[src/rtl/fetch_unit.sv]
// -----------------------------------------------------------------------------
// fetch_unit
//
// Instruction-fetch stage of the riscv32 pipeline. Holds the fetch PC, drives
// it to the branch predictor, issues one instruction-memory request at a time
// over a valid/ready handshake, and presents the fetched instruction together
// with the prediction that was used for it to the decode stage. EX-stage
// redirects replace the fetch PC; any memory response that a redirect made
// stale is absorbed and discarded.
//
// Parameters
//   RESET_PC        first fetch address after reset
//
// Ports
//   clk             pipeline clock
//   rst             synchronous, active-low reset
//   PC_now          current fetch PC, to the predictor
//   taken_predict   predictor direction for PC_now
//   PC_predict      predictor target for PC_now
//   PC              instruction-memory request address
//   Inst_Req_Valid  request valid
//   Inst_Req_Ready  memory accepts the request
//   Instruction     response data
//   Inst_Valid      response valid
//   Inst_Ready      fetch accepts the response
//   redirect_valid  EX correction pulse (ignored while idle after reset)
//   redirect_pc     corrected fetch target
//   if_valid        IF/ID entry valid
//   if_ready        decode accepts the entry
//   if_pc           PC of the entry
//   if_inst         instruction of the entry
//   if_pred_taken   predicted direction used for the entry
//   if_pred_pc      predicted next PC for the entry
// -----------------------------------------------------------------------------
module fetch_unit #(
  parameter logic [31:0] RESET_PC = 32'h0000_0000
) (
  input  logic        clk,
  input  logic        rst,

  output logic [31:0] PC_now,
  input  logic        taken_predict,
  input  logic [31:0] PC_predict,

  output logic [31:0] PC,
  output logic        Inst_Req_Valid,
  input  logic        Inst_Req_Ready,
  input  logic [31:0] Instruction,
  input  logic        Inst_Valid,
  output logic        Inst_Ready,

  input  logic        redirect_valid,
  input  logic [31:0] redirect_pc,

  output logic        if_valid,
  input  logic        if_ready,
  output logic [31:0] if_pc,
  output logic [31:0] if_inst,
  output logic        if_pred_taken,
  output logic [31:0] if_pred_pc
);

  typedef enum logic [1:0] {
    S_IDLE = 2'd0,
    S_REQ  = 2'd1,
    S_WAIT = 2'd2,
    S_HOLD = 2'd3
  } state_e;

  state_e      state_q, state_d;
  logic [31:0] pc_q, pc_d;
  logic [31:0] npc_q, npc_d;
  logic        kill_q, kill_d;
  logic [31:0] inst_q, inst_d;
  logic        pred_taken_q, pred_taken_d;

  // Sequential PC increment; wraps modulo 2^32 by construction.
  function automatic logic [31:0] pc_plus4(input logic [31:0] pc);
    return pc + 32'd4;
  endfunction

  // Control state and the fetch PC are reset.
  always_ff @(posedge clk) begin
    if (!rst) begin
      state_q      <= S_IDLE;
      pc_q         <= RESET_PC;
      kill_q       <= 1'b0;
      pred_taken_q <= 1'b0;
    end else begin
      state_q      <= state_d;
      pc_q         <= pc_d;
      kill_q       <= kill_d;
      pred_taken_q <= pred_taken_d;
    end
  end

  // Datapath holding registers are only meaningful once written in the
  // handshake that fills them, so they carry no reset.
  always_ff @(posedge clk) begin
    npc_q  <= npc_d;
    inst_q <= inst_d;
  end

  always_comb begin
    state_d      = state_q;
    pc_d         = pc_q;
    npc_d        = npc_q;
    kill_d       = kill_q;
    inst_d       = inst_q;
    pred_taken_d = pred_taken_q;

    case (state_q)
      S_IDLE: begin
        // Redirects are not honoured here; the first request goes out next.
        state_d = S_REQ;
      end

      S_REQ: begin
        if (Inst_Req_Ready) begin
          // Predictor output belongs to the PC being handed to memory now.
          pred_taken_d = taken_predict;
          npc_d        = taken_predict ? PC_predict : pc_plus4(pc_q);
          state_d      = S_WAIT;
          if (redirect_valid) begin
            // The request already left with the old address; its response
            // must be swallowed when it returns.
            kill_d = 1'b1;
            pc_d   = redirect_pc;
          end
        end else if (redirect_valid) begin
          // Nothing has been sampled by memory yet, so just retarget.
          pc_d = redirect_pc;
        end
      end

      S_WAIT: begin
        if (Inst_Valid) begin
          if (kill_q || redirect_valid) begin
            kill_d  = 1'b0;
            state_d = S_REQ;
            if (redirect_valid) begin
              pc_d = redirect_pc;
            end
          end else begin
            inst_d  = Instruction;
            state_d = S_HOLD;
          end
        end else if (redirect_valid) begin
          kill_d = 1'b1;
          pc_d   = redirect_pc;
        end
      end

      S_HOLD: begin
        // A redirect drops the entry even if decode accepts it this cycle.
        if (redirect_valid) begin
          pc_d    = redirect_pc;
          state_d = S_REQ;
        end else if (if_ready) begin
          pc_d    = npc_q;
          state_d = S_REQ;
        end
      end

      default: begin
        state_d = S_IDLE;
      end
    endcase
  end

  assign PC_now         = pc_q;
  assign PC             = pc_q;
  assign Inst_Req_Valid = (state_q == S_REQ);
  assign Inst_Ready     = (state_q == S_WAIT);

  assign if_valid       = (state_q == S_HOLD);
  assign if_pc          = pc_q;
  assign if_inst        = inst_q;
  assign if_pred_taken  = pred_taken_q;
  assign if_pred_pc     = npc_q;

endmodule

[config.mk]
export PLATFORM = sky130hd
export DESIGN_NAME = fetch_unit
export DESIGN_NICKNAME = d
export VERILOG_FILES = /design/src/rtl/fetch_unit.sv
export SDC_FILE = /design/constraint.sdc
export NUM_CORES = 1
export LEC_CHECK = 0
export ABC_AREA = 1
export BUFFER_PORTS_ARGS = -buffer_cell sky130_fd_sc_hd__buf_2
export CORE_ASPECT_RATIO = 0.9
export CORE_MARGIN = 2
export CORE_UTILIZATION = 40
export CTS_BUF_LIST = sky130_fd_sc_hd__clkbuf_2 sky130_fd_sc_hd__clkbuf_4 sky130_fd_sc_hd__clkbuf_8
export DETAILED_ROUTE_END_ITERATION = 6
export GPL_ROUTABILITY_DRIVEN = 1
export GPL_TIMING_DRIVEN = 0
export PLACE_DENSITY = 0.73
export SETUP_SLACK_MARGIN = 0.05
export SLEW_MARGIN = 20
export SYNTH_ARGS = -nofsm -noshare
export SYNTH_HDL_FRONTEND = slang
export SYNTH_SLANG_ARGS = --single-unit
export TNS_END_PERCENT = 20
[constraint.sdc]
create_clock -name clk -period 3.8 [get_ports clk]
set_input_delay 0.19 -clock clk [delete_from_list [all_inputs] [get_ports clk]]
set_output_delay 0.19 -clock clk [all_outputs]
set_load 0.03 [all_outputs]
==> run metrics <==
status=complete, no violations; number of pins exceeding their max-slew limit in the final report=0; count of buffers from port buffering=265; overall die height=114 um; hold_sp=PC_predict[10]; hold depth=3; final RePlAce weighted congestion=0.893; clock network latency to the later pin of the worst-skew pair=0.39 ns; sum of net half-perimeters after detailed placement=13.1 mm; top fanout value on the critical path=6; clock-pin slew reported for the worst setup and hold paths after clock tree synthesis=0.10 ns; Die ar.=14500 um2; r2r startpoint=PC[2]; Routed WL per cell=15.4 um; sequential cell area fraction in the yosys report=48.8%; vias in the first global route=5157; leakage dissipation=0.00370 uW; largest net degree at the start of global routing=33; share of power burned in combinational logic=43.1%; Maximum Capacitance Violations=0; final worst-path cycle share=49.2%; number of library cell types mapped by synthesis=28; Hold Crit Endpoint=if_pred_pc[10]; number of buffers created by CTS=9; # rows=40; most frequent cell on the critical path=sky130_fd_sc_hd__nand3_1; Mapped Cells=662; number of vias in the routed layout=5541; family of cells with the greatest summed delay on the critical path=simple AND/OR/NAND/NOR gates; multi-input combinational cell area=1990 um2; TritonCTS sink count=100; fraction of final layout cells sized beyond drive strength 1=39.5%; worst-margin pin slew=0.645 ns; Root Buffer Master=sky130_fd_sc_hd__clkbuf_8; Crit Path Category=reg2reg; net load switching power=1680 uW; per-instance average area after synthesis=8.18 um2; relative contribution of the clock network to total power=18.0%; most common cell after layout, fill and taps aside=sky130_fd_sc_hd__buf_2; number of antenna violations at the first check in global routing=3; DRT Pass-1 Iters=5; cell area after placement=6970 um2; end of the worst register-to-register path=if_pred_pc[30]; area of all placed cells without fillers=7500 um2; setup repair after global routing missed its margin=false; register area=2640 um2; highest-count cells in the layout ignoring fill and taps=sky130_fd_sc_hd__buf_2, sky130_fd_sc_hd__nand2_1, sky130_fd_sc_hd__nand3_1, sky130_fd_sc_hd__buf_4, sky130_fd_sc_hd__edfxtp_1; total setup violations reported at the end of the flow=0; sequential fraction of design power=38.9%; time the worst path needs with I/O delays and setup=1.87 ns; type of the most critical hold path=in2reg; deepest clock path buffer count=2; wire length of the first global-routing pass=26.5 mm; cell with the largest stage delay on the worst path=sky130_fd_sc_hd__dfxtp_1; Synth warnings=0; Switching Share=43.0%; number of nets in the synthesized netlist=770; Internal=2220 uW; highest achievable clock rate=535 MHz; total buffers and inverters traversed by the critical path=0; required time at the worst-slack endpoint=3.95 ns; Slowest Stage Delay on Critical Path=0.48 ns; I/O pin count=267; Rel. slew slack=56.9%; # nets final=1079; cells traversed along the worst timing path=ha_1, nand2_2, nor2_4, nand2_4, nor2_2, nand3_1, nand3_1, nand2_1; flop-to-flop setup slack=1.93 ns; CP arrival=2.01 ns; fill cell total of the finished layout=1250; critical path startpoint category=flip-flop; signed area change from the synthesized netlist to the final layout=38.4%; clock tree from TritonCTS=yes; via/cell ratio=4.84; cell area after synthesis=5420 um2; starting density of the core=40.8%; overall routing resource usage=24.0%; die outline width=127 um; endpoint kind of the worst setup timing path=flip-flop; cells on worst reg2reg path=8; total count of hold-check failures in the final report=0; floorplan core area=13300 um2; Yosys reg bits=100; number of routed nets with antenna violations=0; worst-case hold slack=0.0667 ns; Cell Pwr Density=520 nW/um2; H-Tree Level Count=3; Total Wirelength=17.6 mm; GRT overflow=0; count of routing violations after the opening detailed-route iteration=318; post-route DRC violation count=0; Setup TNS Final=0 ns; VDD IR-drop max=0.000333 V; clock skew after layout=0.00765 ns
[through the flow]
step	setup WS, ns	std cells	power [uW]	utilization (%)
after floorplan	1.76	662	2690	-
after global placement	1.63	1095	3170	52.4
after detailed placement	1.68	1096	3190	52.6
after CTS	1.68	1144	3920	56.5
after global routing	1.80	1145	4100	56.5
final	1.93	1146	3900	56.5
[power groups by stage]
stage	Clock [uW]	Combinational [uW]	Sequential, uW
global placement	0	1630	1540
global route	761	1800	1550
floorplan	0	927	1760
detailed placement	0	1650	1540
CTS	718	1690	1520
finish	700	1680	1520
[per-layer routing]
layer  global-route usage (%)  up-vias  part of all wire, %
met4                     7.47        0                  2.3
li1                         -     2731                    -
met3                     7.71       24                  9.3
met5                        0        -                    0
met2                     43.0      263                   50
met1                     27.4     2523                   39
[cells by family after synthesis]
logic type	Yosys count	share of synthesized area, %
simple gates	322	26.3
buf+inv	138	14.5
flops	100	48.8
compound gates	95	8.90
fa+ha+maj	5	1.16
xor+xnor	2	0.324
[registers in the layout, summed over array words and instances, names as in the netlist]
signal	cells
state_q	2
if_pred_taken	1
PC	32
if_inst	32
if_pred_pc	32
kill_q	1
[worst min-delay path, delay by kind of cell]
family                 cells  cell delay (ns)
and+or+nand+nor            2             0.09
buffers and inverters      1             0.08
[cell usage after synthesis (all sizes together)]
cell type    n  area share [%]
a21boi       1            0.14
a21oi       38             3.5
a31oi        1            0.12
and2         3            0.35
buf         81              11
clkbuf       9            0.62
dfxtp       36              13
edfxtp      64              35
ha           5             1.2
inv         48             3.3
nand2      201              14
nand3       71             6.7
nand3b       2            0.51
nor2        42             4.2
nor3         1           0.092
o21a         1            0.14
o21ai       54             5.0
or2          2            0.23
xor2         2            0.32
[how the worst max path moves through the flow]
stage	cells after the start	from	slack (ns)	end
floorplan	4	state_q[0]	1.76	if_inst[0]
global placement	4	state_q[1]	1.63	if_pred_pc[18]
detailed placement	4	state_q[0]	1.68	if_inst[13]
CTS	4	state_q[0]	1.68	if_inst[28]
global route	8	PC[2]	1.80	if_pred_pc[30]
finish	8	PC[2]	1.93	if_pred_pc[30]
[repair_timing]
item,CTS,global route
buffers inserted,0,0
hold endpoints to repair,32,0
hold buffers,32,0
resized for setup,0,0
[layout make-up]
cell class | instances | share of cell area, %
Antenna cell | 2 | 0.0668
Buffer | 90 | 8.10
Timing Repair Buffer | 298 | 22.2
Clock buffer | 9 | 1.65
Sequential cell | 100 | 35.3
Clock inverter | 7 | 1.00
Tap cell | 168 | 2.80
Multi-Input combinational cell | 424 | 26.5
Inverter | 48 | 2.40
(Power assumes the default switching activity.)
